`src/rtl/vs_ascii_hex_parser.sv`:
```
// ASCII hex-number parser: accumulates hex digits MSB-first from a UART byte stream
// and publishes the value when the terminator arrives; backspace removes the last digit.
module vs_ascii_hex_parser #(
    parameter int          DIGITS = 4,
    parameter logic [7:0]  TERM   = 8'h0D,
    parameter logic [7:0]  BKSP   = 8'h08,
    localparam int         W      = 4 * DIGITS,
    localparam int         CW     = $clog2(DIGITS + 1)
) (
    input  logic          clk_i,
    input  logic          rst_i,
    input  logic [7:0]    rx_data_i,
    input  logic          rx_valid_i,
    output logic [W-1:0]  value_o,
    output logic          value_valid_o,
    output logic [CW-1:0] digit_count_o,
    output logic          err_o,
    output logic          busy_o,
    output logic [1:0]    state_dbg_o
);

    // Handshake: rx_valid_i is a one-cycle strobe qualifying rx_data_i; there is no
    // ready, so every strobed byte is consumed on the cycle it is presented.
    typedef enum logic [1:0] {
        IDLE    = 2'd0,
        ACCUM   = 2'd1,
        DISCARD = 2'd2
    } state_t;

    state_t        state_q, state_d;
    logic [W-1:0]  acc_q, acc_d;
    logic [CW-1:0] cnt_q, cnt_d;
    logic [W-1:0]  value_q, value_d;
    logic [CW-1:0] count_q, count_d;
    logic          vv_q, vv_d;
    logic          err_q, err_d;
    logic          busy_q, busy_d;

    logic          is_hex;
    logic [3:0]    nib;

    always_comb begin
        is_hex = 1'b0;
        nib    = 4'd0;
        if (rx_data_i >= 8'h30 && rx_data_i <= 8'h39) begin
            is_hex = 1'b1;
            nib    = rx_data_i[3:0];
        end else if ((rx_data_i >= 8'h41 && rx_data_i <= 8'h46) ||
                     (rx_data_i >= 8'h61 && rx_data_i <= 8'h66)) begin
            // 'A'/'a' have low nibble 1, so adding 9 maps A..F onto 10..15.
            is_hex = 1'b1;
            nib    = rx_data_i[3:0] + 4'd9;
        end
    end

    always_comb begin
        state_d = state_q;
        acc_d   = acc_q;
        cnt_d   = cnt_q;
        value_d = value_q;
        count_d = count_q;
        vv_d    = 1'b0;
        err_d   = 1'b0;
        if (rx_valid_i) begin
            case (state_q)
                IDLE: begin
                    if (is_hex) begin
                        acc_d   = (acc_q << 4) | W'(nib);
                        cnt_d   = cnt_q + 1'b1;
                        state_d = ACCUM;
                    end else if (rx_data_i != TERM && rx_data_i != BKSP) begin
                        err_d   = 1'b1;
                        state_d = DISCARD;
                    end
                end
                ACCUM: begin
                    if (is_hex) begin
                        if (cnt_q == CW'(DIGITS)) begin
                            err_d   = 1'b1;
                            state_d = DISCARD;
                        end else begin
                            acc_d = (acc_q << 4) | W'(nib);
                            cnt_d = cnt_q + 1'b1;
                        end
                    end else if (rx_data_i == BKSP) begin
                        acc_d = acc_q >> 4;
                        cnt_d = cnt_q - 1'b1;
                        if (cnt_q == CW'(1)) begin
                            state_d = IDLE;
                        end
                    end else if (rx_data_i == TERM) begin
                        value_d = acc_q;
                        count_d = cnt_q;
                        vv_d    = 1'b1;
                        acc_d   = '0;
                        cnt_d   = '0;
                        state_d = IDLE;
                    end else begin
                        err_d   = 1'b1;
                        state_d = DISCARD;
                    end
                end
                DISCARD: begin
                    if (rx_data_i == TERM) begin
                        acc_d   = '0;
                        cnt_d   = '0;
                        state_d = IDLE;
                    end
                end
                default: state_d = IDLE;
            endcase
        end
        busy_d = (state_d != IDLE);
    end

    always_ff @(posedge clk_i) begin
        if (rst_i) begin
            state_q <= IDLE;
            acc_q   <= '0;
            cnt_q   <= '0;
            value_q <= '0;
            count_q <= '0;
            vv_q    <= 1'b0;
            err_q   <= 1'b0;
            busy_q  <= 1'b0;
        end else begin
            state_q <= state_d;
            acc_q   <= acc_d;
            cnt_q   <= cnt_d;
            value_q <= value_d;
            count_q <= count_d;
            vv_q    <= vv_d;
            err_q   <= err_d;
            busy_q  <= busy_d;
        end
    end

    assign value_o       = value_q;
    assign value_valid_o = vv_q;
    assign digit_count_o = count_q;
    assign err_o         = err_q;
    assign busy_o        = busy_q;
    assign state_dbg_o   = state_q;

endmodule
```
`config.mk`:
```
export PLATFORM = sky130hd
export DESIGN_NAME = vs_ascii_hex_parser
export DESIGN_NICKNAME = d
export VERILOG_FILES = /design/src/rtl/vs_ascii_hex_parser.sv
export SDC_FILE = /design/constraint.sdc
export NUM_CORES = 1
export LEC_CHECK = 0
export CAP_MARGIN = 30
export CORE_UTILIZATION = 49
export CTS_CLUSTER_SIZE = 28
export DETAILED_ROUTE_END_ITERATION = 12
export GPL_TIMING_DRIVEN = 0
export PLACE_DENSITY = 0.88
export SYNTH_ARGS = -nofsm -noshare
export SYNTH_HDL_FRONTEND = slang
export SYNTH_SLANG_ARGS = --single-unit
```
`constraint.sdc`:
```
create_clock -name clk_i -period 2.2 [get_ports clk_i]
set_input_delay 0.44 -clock clk_i [delete_from_list [all_inputs] [get_ports clk_i]]
set_output_delay 0.44 -clock clk_i [all_outputs]
set_load 0.05 [all_outputs]
```
## Yosys cells after proc, flatten, opt, wreduce, memory -nomap -nowiden

Index checks and enable logic that the tools add are counted.

| operators by class | value |
|---|---|
| $add $sub $neg | 3 |
| $lt $le $gt $ge | 6 |
| equal/unequal tests | 10 |
| mux-type cells | 34 |
| bitwise operators | 5 |
| reductions and logical operators | 12 |

Operators with widths:

| operator | count |
|---|---|
| $mux 16 | 5 |
| $pmux 16 s3 | 1 |
| $mux 2 | 9 |
| $eq 8x4->1 const B | 2 |
| $ge 8x7->1 const B | 2 |
| $le 8x7->1 const B | 2 |
| $ne 8x4->1 const B | 2 |
| $or 16x4->16 | 1 |
| $mux 3 | 5 |
| $mux 1 | 9 |
| $pmux 3 s3 | 1 |
| $ge 8x6->1 const B | 1 |
| $le 8x6->1 const B | 1 |
| $mux 4 | 2 |
| $pmux 2 s3 | 1 |
| $reduce_and 5->1 | 1 |
| $reduce_or 5->1 | 1 |
| $add 4x4->4 const B | 1 |
| $logic_and 1x1->1 | 4 |
| $not 1->1 | 4 |
| $reduce_and 4->1 | 1 |
| $add 3x1->3 const B | 1 |
| $eq 3x1->1 const B | 1 |
| $eq 3x3->1 const B | 1 |
| 11 further kinds | 11 |

| word-level totals | value |
|---|---|
| register bits | 43 |
| output and inout bits | 24 |

## Longest topological paths before layout

Gate-level depths: netlist (run 1).

| depth | value |
|---|---|
| word-level depth | 9 |
| mapped depth | 10 |
| mapped depth without buffers | 8 |

## Worst setup path after synthesis (run 1)

Ideal clock, no wire load.

| timing path | value |
|---|---|
| kind | reg2reg |
| start | register state_q[1], in the netlist state_dbg_o[1] |
| end | register acc_q[4] |
| arrival | 2375 ps |
| setup slack | -233 ps |
| cell stages (with the launch flop) | 10 |
| path buffers | 2 |
| period minus slack after synthesis | 2433 ps |
| cells stage by stage | dfxtp_1 -> inv_1 -> ha_1 -> clkbuf_1 -> nand2_1 -> nor3_1 -> buf_2 -> a22oi_1 -> nor3_1 -> a31o_2 |

| on the way | value |
|---|---|
| cells in the longest elaborated chain, start to end | 3 |
| elaborated cells on any way between the ends | 8 |

Ends and longest elaborated chain:

| what | RTL line | text |
|---|---|---|
| start, declared | 30 | `state_t state_q, state_d;` |
| start signal, assigned | 127 | `state_q <= state_d;` |
| $eq 2x1->1, or another cell as far along | 65 | `case (state_q)` |
| $ne 3x3->1 (no source line), or another cell as far along | n/a |  |
| $reduce_and 4->1 (no source line) | n/a |  |
| end signal, assigned | 119 | `acc_q <= '0;` |
| end signal, assigned | 128 | `acc_q <= acc_d;` |
| end, declared | 31 | `logic [W-1:0] acc_q, acc_d;` |

Parallel ways exist; a longest one is shown, timed or not.
A chain may end at the register's enable or synchronous reset.

## Worst setup path after layout (run 1)

| timing path | value |
|---|---|
| start | register cnt_q[1] |
| end | register acc_q[7] |

| on the way | value |
|---|---|
| cells in the longest elaborated chain, start to end | 3 |

Ends and longest elaborated chain:

| what | RTL line | text |
|---|---|---|
| start, declared | 32 | `logic [CW-1:0] cnt_q, cnt_d;` |
| start signal, assigned | 129 | `cnt_q <= cnt_d;` |
| $eq 3x3->1 | 78 | `if (cnt_q == CW'(DIGITS)) begin` |
| $ne 3x3->1 (no source line) | n/a |  |
| $reduce_and 4->1 (no source line) | n/a |  |

No other way between the ends.

==> flow_summary_export.csv, run 1 <==
group,metric,value,unit
placed_design,io_buffers,33,
yosys,synthFlopType,"dfxtp_1",
worst_setup_path,cp_slowest_cell,"dfxtp_1",
clocking,path_clk_slew,90,ps
power,power,1.77,mW
route,postRouteAntennaNets,0,
yosys,synth_adder_area_share,5.79,%
cells_and_area,fin_util,73.6,%
clocking,tritoncts,"built",
floorplanning,io_pins,35,
run_status,status,"complete, but fails checks",
yosys,synth_mux_area_share,2.53,%
worst_setup_path,crit_path_start_kind,"flop",
global_routing,grt_pass1_wl,11300,um
sta,fmax,454,MHz
sta,skew,12.8,ps
cells_and_area,syn_to_final_growth,39.5,%
run_status,violations,"negative setup slack",
route,viasPerCell,6.76,
route,first_pass_iters,8,
yosys,synth_edf_count,0,
global_routing,antenna_found_initial,0,
yosys,netlist_area,2380,um^2
yosys,synth_nets,321,
cells_and_area,antenna_cells,0,
global_routing,grt_pass1_vias,2388,
yosys,synth_xor_area_share,0.369,%
route,drcViolationCount,0,
clocking,cts.sinks,43,
worst_setup_path,critPathKind,"reg -> reg",
yosys,synthArstFlopShare,0,%
sta,maxSlewViolCount,0,
worst_setup_path,path_buf_inv,2,
cells_and_area,drive_gt1_share,22.8,%
clocking,ctsHoldBuffers,0,
run,drv_cap,0,
placed_design,place_hpwl,4350,um
sta,fin_ws,-1.02,ps
global_routing,overflow,0,
worst_setup_path,worst-path-max-fanout,6,
floorplanning,start_util,52.8,%
clocking,clock_latency,300,ps
worst_setup_path,endpoint_kind,"flop",
yosys,synth_top_family_by_area,"compound AO/OA/AOI/OAI gates",
yosys,ys_seq_elements,43,
yosys,yosysSeqAreaShare,36.2,%
placed_design,globalplace.congestion,0.922,
floorplanning,die_width,71.6,um
clocking,clk_path_buf_depth,2,
yosys,syn_inst,299,
global_routing,grt_max_degree,15,
sta,finalCritPeriodShare,100,%
sta,min_period,2200,ps
route,wl_per_cell,18.7,um
worst_setup_path,worstPathRequired,2400,ps
yosys,ys_types,56,
route,num_vias,2777,
worst_setup_path,arrival,2400,ps
yosys,synth_compound_area_share,27.9,%
power,ir_drop,292,uV
route,drtIter0Drc,536,
sta,tightest_slew,533,ps
clocking,cts_made_buffers,5,
yosys,ys.warnings.count,0,
power,power_density,534,nW/um^2
route,wl,7690,um
hold_path,min_path_type,"reg -> reg",
sta,setup_viol,1,
sta,tns,-1.02,ps
floorplanning,rows,24,
yosys,synthSimpleGateAreaFrac,21.2,%
floorplanning,fp.coreArea,4500,um^2
global_routing,grtUsageTotal,27.9,%
cells_and_area,final_nets,380,
sta,hold_viol,0,
floorplanning,die_h,71.6,um
clocking,cts_max_level,2,
floorplanning,fp.dieArea,5130,um^2
worst_setup_path,critical-path-top-delay-family,"flip-flops",
worst_setup_path,crit_path_cell_trace,"inv_1, ha_1, nand3_1, nor2b_2, mux2_4, buf_4, o21ai_0, a31o_2",
power,leakagePower,1.17,nW
sta,slew-limit-headroom,64.5,%
clocking,cts_root_buf,"clkbuf_8",
worst_setup_path,cpPeakStageDelay,500,ps
yosys,syn_area_per_cell,7.95,um^2
through the flow:
step | instances | hold slack (ps) | setup slack (ps) | cell area [um^2]
after floorplan | 299 | 445 | -7.77 | 2420
after global placement | 384 | 442 | -954 | 2820
after detailed placement | 384 | 446 | -1010 | 2820
after CTS | 402 | 458 | -39.0 | 3150
after global routing | 411 | 479 | -86.1 | 3320
final | 411 | 454 | -1.02 | 3320
power breakdown:
part	internal (mW)	switching, mW	leakage, nW
Combinational	0.139	0.205	0.762
Sequential	0.785	0.0109	0.348
Clock	0.338	0.292	0.0581
registers in the layout, summed over array words and instances, names as in the netlist:
| signal | cells |
|---|---|
| digit_count_o | 3 |
| acc_q | 16 |
| cnt_q | 3 |
| err_o | 1 |
| value_valid_o | 1 |
| busy_o | 1 |
| value_o | 16 |
| state_dbg_o | 2 |
metal layers:
| layer | vias up | global-route usage (%) | share of wire, % |
|---|---|---|---|
| met4 | 0 | 12.2 | 4.4 |
| li1 | 1202 | - | - |
| met5 | - | 0 | 0 |
| met3 | 62 | 4.92 | 11 |
| met1 | 1257 | 35.5 | 37 |
| met2 | 256 | 46.4 | 48 |
tightest hold or removal path, cell delays in order (launching register included):
cell     delay (ps)
dfxtp_1         310
nand2_1          50
a21oi_1          50
what timing repair did:
item / in CTS / in global routing
pin swaps: 7 / 7
hold endpoints to repair: 0 / 0
endpoints found under the setup margin: 43 / 42
cloned: 2 / 0
setup buffers: 10 / 9
resized for setup: 49 / 29
cell usage in the layout, fill, tap and decap left out, types with 3 or more instances in the layout:
cell type,synthesis,layout
nand2_1,54,54
dfxtp_1,43,41
a21oi_1,30,29
clkdlybuf4s50_1,0,25
buf_4,1,23
nor2_1,21,21
o21ai_0,16,13
inv_1,14,11
a22oi_1,11,10
ha_1,11,7
clkbuf_1,11,6
nand3_1,7,6
clkbuf_8,0,6
a31o_2,6,6
nor3_1,7,5
ha_4,0,4
buf_6,2,3
mux2_2,2,3
a32oi_1,4,3
o21ai_1,1,3
o22ai_1,4,3
logic make-up after synthesis:
group / count (synthesis)
fa+ha+maj: 11
flops: 43
buf+inv: 32
compound gates: 99
mux: 4
xor+xnor: 1
simple gates: 109
final timing paths:
kind | startpoint | end | slack, ps | cells after the start
max | cnt_q[1] | acc_q[7] | -1 | 8
min | value_o[13] | value_o[13] | 450 | 2
max reg2reg | cnt_q[1] | acc_q[7] | -1 | 8
min reg2reg | value_o[13] | value_o[13] | 450 | 2
area by class of cell:
| type | count | area, um^2 |
|---|---|---|
| Multi-Input combinational cell | 225 | 1600 |
| Fill cell | 304 | 1190 |
| Sequential cell | 43 | 863 |
| Timing Repair Buffer | 53 | 494 |
| Buffer | 15 | 105 |
| Inverter | 15 | 78.8 |
| Clock buffer | 5 | 68.8 |
| Tap cell | 52 | 65.1 |
| Clock inverter | 3 | 43.8 |
cell usage after synthesis (2+ instances only):
library cell | number | area share, %
nand2_1 | 54 | 8.5
dfxtp_1 | 43 | 36
a21oi_1 | 30 | 6.3
nor2_1 | 21 | 3.3
o21ai_0 | 16 | 3.4
inv_1 | 14 | 2.2
a22oi_1 | 11 | 3.5
clkbuf_1 | 11 | 1.7
ha_1 | 11 | 5.8
nand3_1 | 7 | 1.5
nor3_1 | 7 | 1.5
a31o_2 | 6 | 2.2
a32oi_1 | 4 | 1.5
o22ai_1 | 4 | 1.1
buf_2 | 3 | 0.63
a211o_1 | 2 | 0.74
a211oi_1 | 2 | 0.63
a221oi_1 | 2 | 0.74
a22o_1 | 2 | 0.74
a31oi_1 | 2 | 0.53
a32o_1 | 2 | 0.84
and3_1 | 2 | 0.53
buf_6 | 2 | 0.95
mux2_2 | 2 | 0.95
nand2b_1 | 2 | 0.53
nor4_1 | 2 | 0.53
nor4b_1 | 2 | 0.74
o21a_1 | 2 | 0.63
o31ai_1 | 2 | 0.63
o32ai_1 | 2 | 0.74
or3_1 | 2 | 0.53
Note: power is estimated with default switching activity, not from simulation.
==> inputs of run 2 (changes only) <==
Settings changed: CORE_MARGIN set to 2, CORE_UTILIZATION 49 to 45, PLACE_DENSITY 0.88 to 0.83, RECOVER_POWER set to 100.
==> flow_summary_export.csv, run 2 (synthesis gave the netlist of run 1 again) <==
group,metric,value,unit
clocking,cts_root_buf,"clkbuf_8",
worst_setup_path,critPathKind,"in -> reg",
global_routing,grt_pass1_vias,2414,
worst_setup_path,r2r_start,"state_dbg_o[0]",
power,combPwrFrac,20.1,%
cells_and_area,antenna_cells,0,
power,switchingPower,0.482,mW
sta,skew,9.50,ps
cells_and_area,final_cell_mix,"54 x nand2_1, 41 x dfxtp_1, 29 x a21oi_1",
placed_design,placedInstanceArea,2840,um^2
floorplanning,die_h,76.7,um
hold_path,min_path_type,"reg -> reg",
power,p_sw_share,29.8,%
floorplanning,fp.coreArea,5110,um^2
clocking,clock_latency,300,ps
worst_setup_path,crit_path_start_kind,"input pin",
sta,tightest_slew,532,ps
worst_setup_path,endpoint_kind,"flop",
hold_path,holdPathStages,2,
worst_setup_path,r2r_end,"acc_q[15]",
route,viasPerCell,5.98,
route,wl,6970,um
clocking,clk_path_buf_depth,2,
cells_and_area,final_cell_area,3280,um^2
cells_and_area,regArea,863,um^2
cells_and_area,fin_util,64.3,%
worst_setup_path,worst-path-max-fanout,10,
hold_path,hold_end,"digit_count_o[2]",
cells_and_area,drive_gt1_share,21.3,%
run_status,violations,"design-rule violations",
floorplanning,io_pins,35,
route,drcViolationCount,1,
worst_setup_path,worstPathRequired,2380,ps
floorplanning,rows,26,
global_routing,grtUsageTotal,22.9,%
sta,fin_ws,23.9,ps
floorplanning,start_util,46.5,%
route,num_vias,2554,
clocking,cts_made_buffers,5,
hold_path,min_from,"digit_count_o[2]",
worst_setup_path,ff2ff_setup_slack,70,ps
sta,hold_viol,0,
sta,tns,0,ps
floorplanning,fp.dieArea,5880,um^2
power,seqPwrFrac,49.2,%
clocking,path_clk_slew,80,ps
clocking,tritoncts,"built",
cells_and_area,final_common_cell,"nand2_1",
global_routing,grt_pass1_wl,11200,um
floorplanning,die_width,76.7,um
sta,min_period,2180,ps
run,drv_cap,0,
sta,finalCritPeriodShare,98.9,%
power,ir_drop,240,uV
global_routing,grt_max_degree,14,
cells_and_area,filler_cell_count,435,
placed_design,dp_cells,402,
clocking,cts_max_level,2,
sta,setup_viol,0,
cells_and_area,syn_to_final_growth,38.2,%
worst_setup_path,r2r_cells,8,
placed_design,place_hpwl,4330,um
power,leakagePower,1.21,nW
cells_and_area,final_nets,378,
worst_setup_path,arrival,2360,ps
placed_design,globalplace.congestion,0.946,
cells_and_area,multi_input_area,1590,um^2
cells_and_area,stdcell_count,427,
route,postRouteAntennaNets,0,
global_routing,antenna_found_initial,0,
route,wl_per_cell,16.3,um
global_routing,overflow,0,
power,power.share.clock,30.8,%
placed_design,io_buffers,33,
power,power_density,492,nW/um^2
clocking,ctsHoldBuffers,0,
route,first_pass_iters,11,
run_status,status,"complete, but fails checks",
clocking,cts.sinks,43,
route,drtIter0Drc,245,
power,p_int,1.13,mW
sta,slew-limit-headroom,64.4,%
placed_design,post-place-ws,-971,ps
sta,fmax,460,MHz
sta,maxSlewViolCount,0,
-- run 2: cell types whose count changed in the layout (fill, tap and decap cells not counted), sizes merged --
cell / previous run / this run
dlygate4sd2: 2 / 1
clkdlybuf4s15: 3 / 2
dlymetal6s2s: 1 / 2
inv: 13 / 14
buf: 30 / 22
bufinv: 1 / 0
clkinv: 3 / 2
clkdlybuf4s50: 25 / 1
dlygate4sd3: 0 / 24
clkbuf: 12 / 21
mux2: 4 / 3
-- run 2: layout make-up --
| type | count | area share (%) |
|---|---|---|
| inverter | 15 | 2.29 |
| clock buffer | 6 | 2.21 |
| clock inverter | 2 | 0.381 |
| tap | 70 | 2.67 |
| multi-input combinational | 224 | 48.5 |
| timing repair buffer | 52 | 14.4 |
| buffer | 15 | 3.20 |
| sequential | 43 | 26.3 |
-- run 2: layer usage --
metal  global-route usage, %  part of all wire [%]  wire [um]  vias to the layer above
li1                        -                     -          -                     1198
met1                    28.6                    42       2930                     1187
met2                    39.6                    49       3410                      151
met3                    4.24                   6.6        461                       18
met4                    7.82                   2.4        170                        0
met5                       0                     0          0                        -
-- run 2: how the worst max path moves through the flow --
stage / from / cells past startpoint / slack [ps] / end
after CTS: rx_data_i[5] / 9 / 1 / acc_q[14]
after global routing: state_dbg_o[1] / 8 / -20 / acc_q[7]
after floorplan: rx_data_i[1] / 10 / -8 / acc_q[12]
final: rx_data_i[1] / 11 / 20 / acc_q[15]
after global placement: rx_data_i[1] / 10 / -970 / acc_q[6]
after detailed placement: rx_data_i[1] / 10 / -970 / acc_q[6]
-- run 2: critical path, stage by stage --
cell and delay [ps]:
buf_12 110, inv_16 30, ha_4 170, nor4b_2 160, a211o_1 250, buf_4 170, buf_4 140, o22ai_1 300
o211ai_4 230, o21ba_2 290, o32ai_1 70
-- run 2: metrics by stage --
step / hold slack [ps] / total power [mW]
detailed placement: 447 / 1.06
global route: 468 / 1.67
floorplan: 445 / 0.981
finish: 452 / 1.62
CTS: 458 / 1.58
global placement: 443 / 1.05
-- run 2: power groups by stage --
stage          Sequential, mW  Clock (mW)  Combinational (mW)
2_1_floorplan           0.828           0               0.154
3_3_place_gp            0.812           0               0.243
3_5_place_dp            0.812           0               0.247
4_1_cts                 0.794       0.497               0.290
5_1_grt                 0.796       0.532               0.345
6_report                0.795       0.497               0.324
-- run 2: timing repair --
action | in CTS | in global routing
resized for setup | 43 | 36
pin swaps | 4 | 13
buffers inserted | 13 | 5
gates cloned | 1 | 0
setup endpoints to repair | 43 | 42
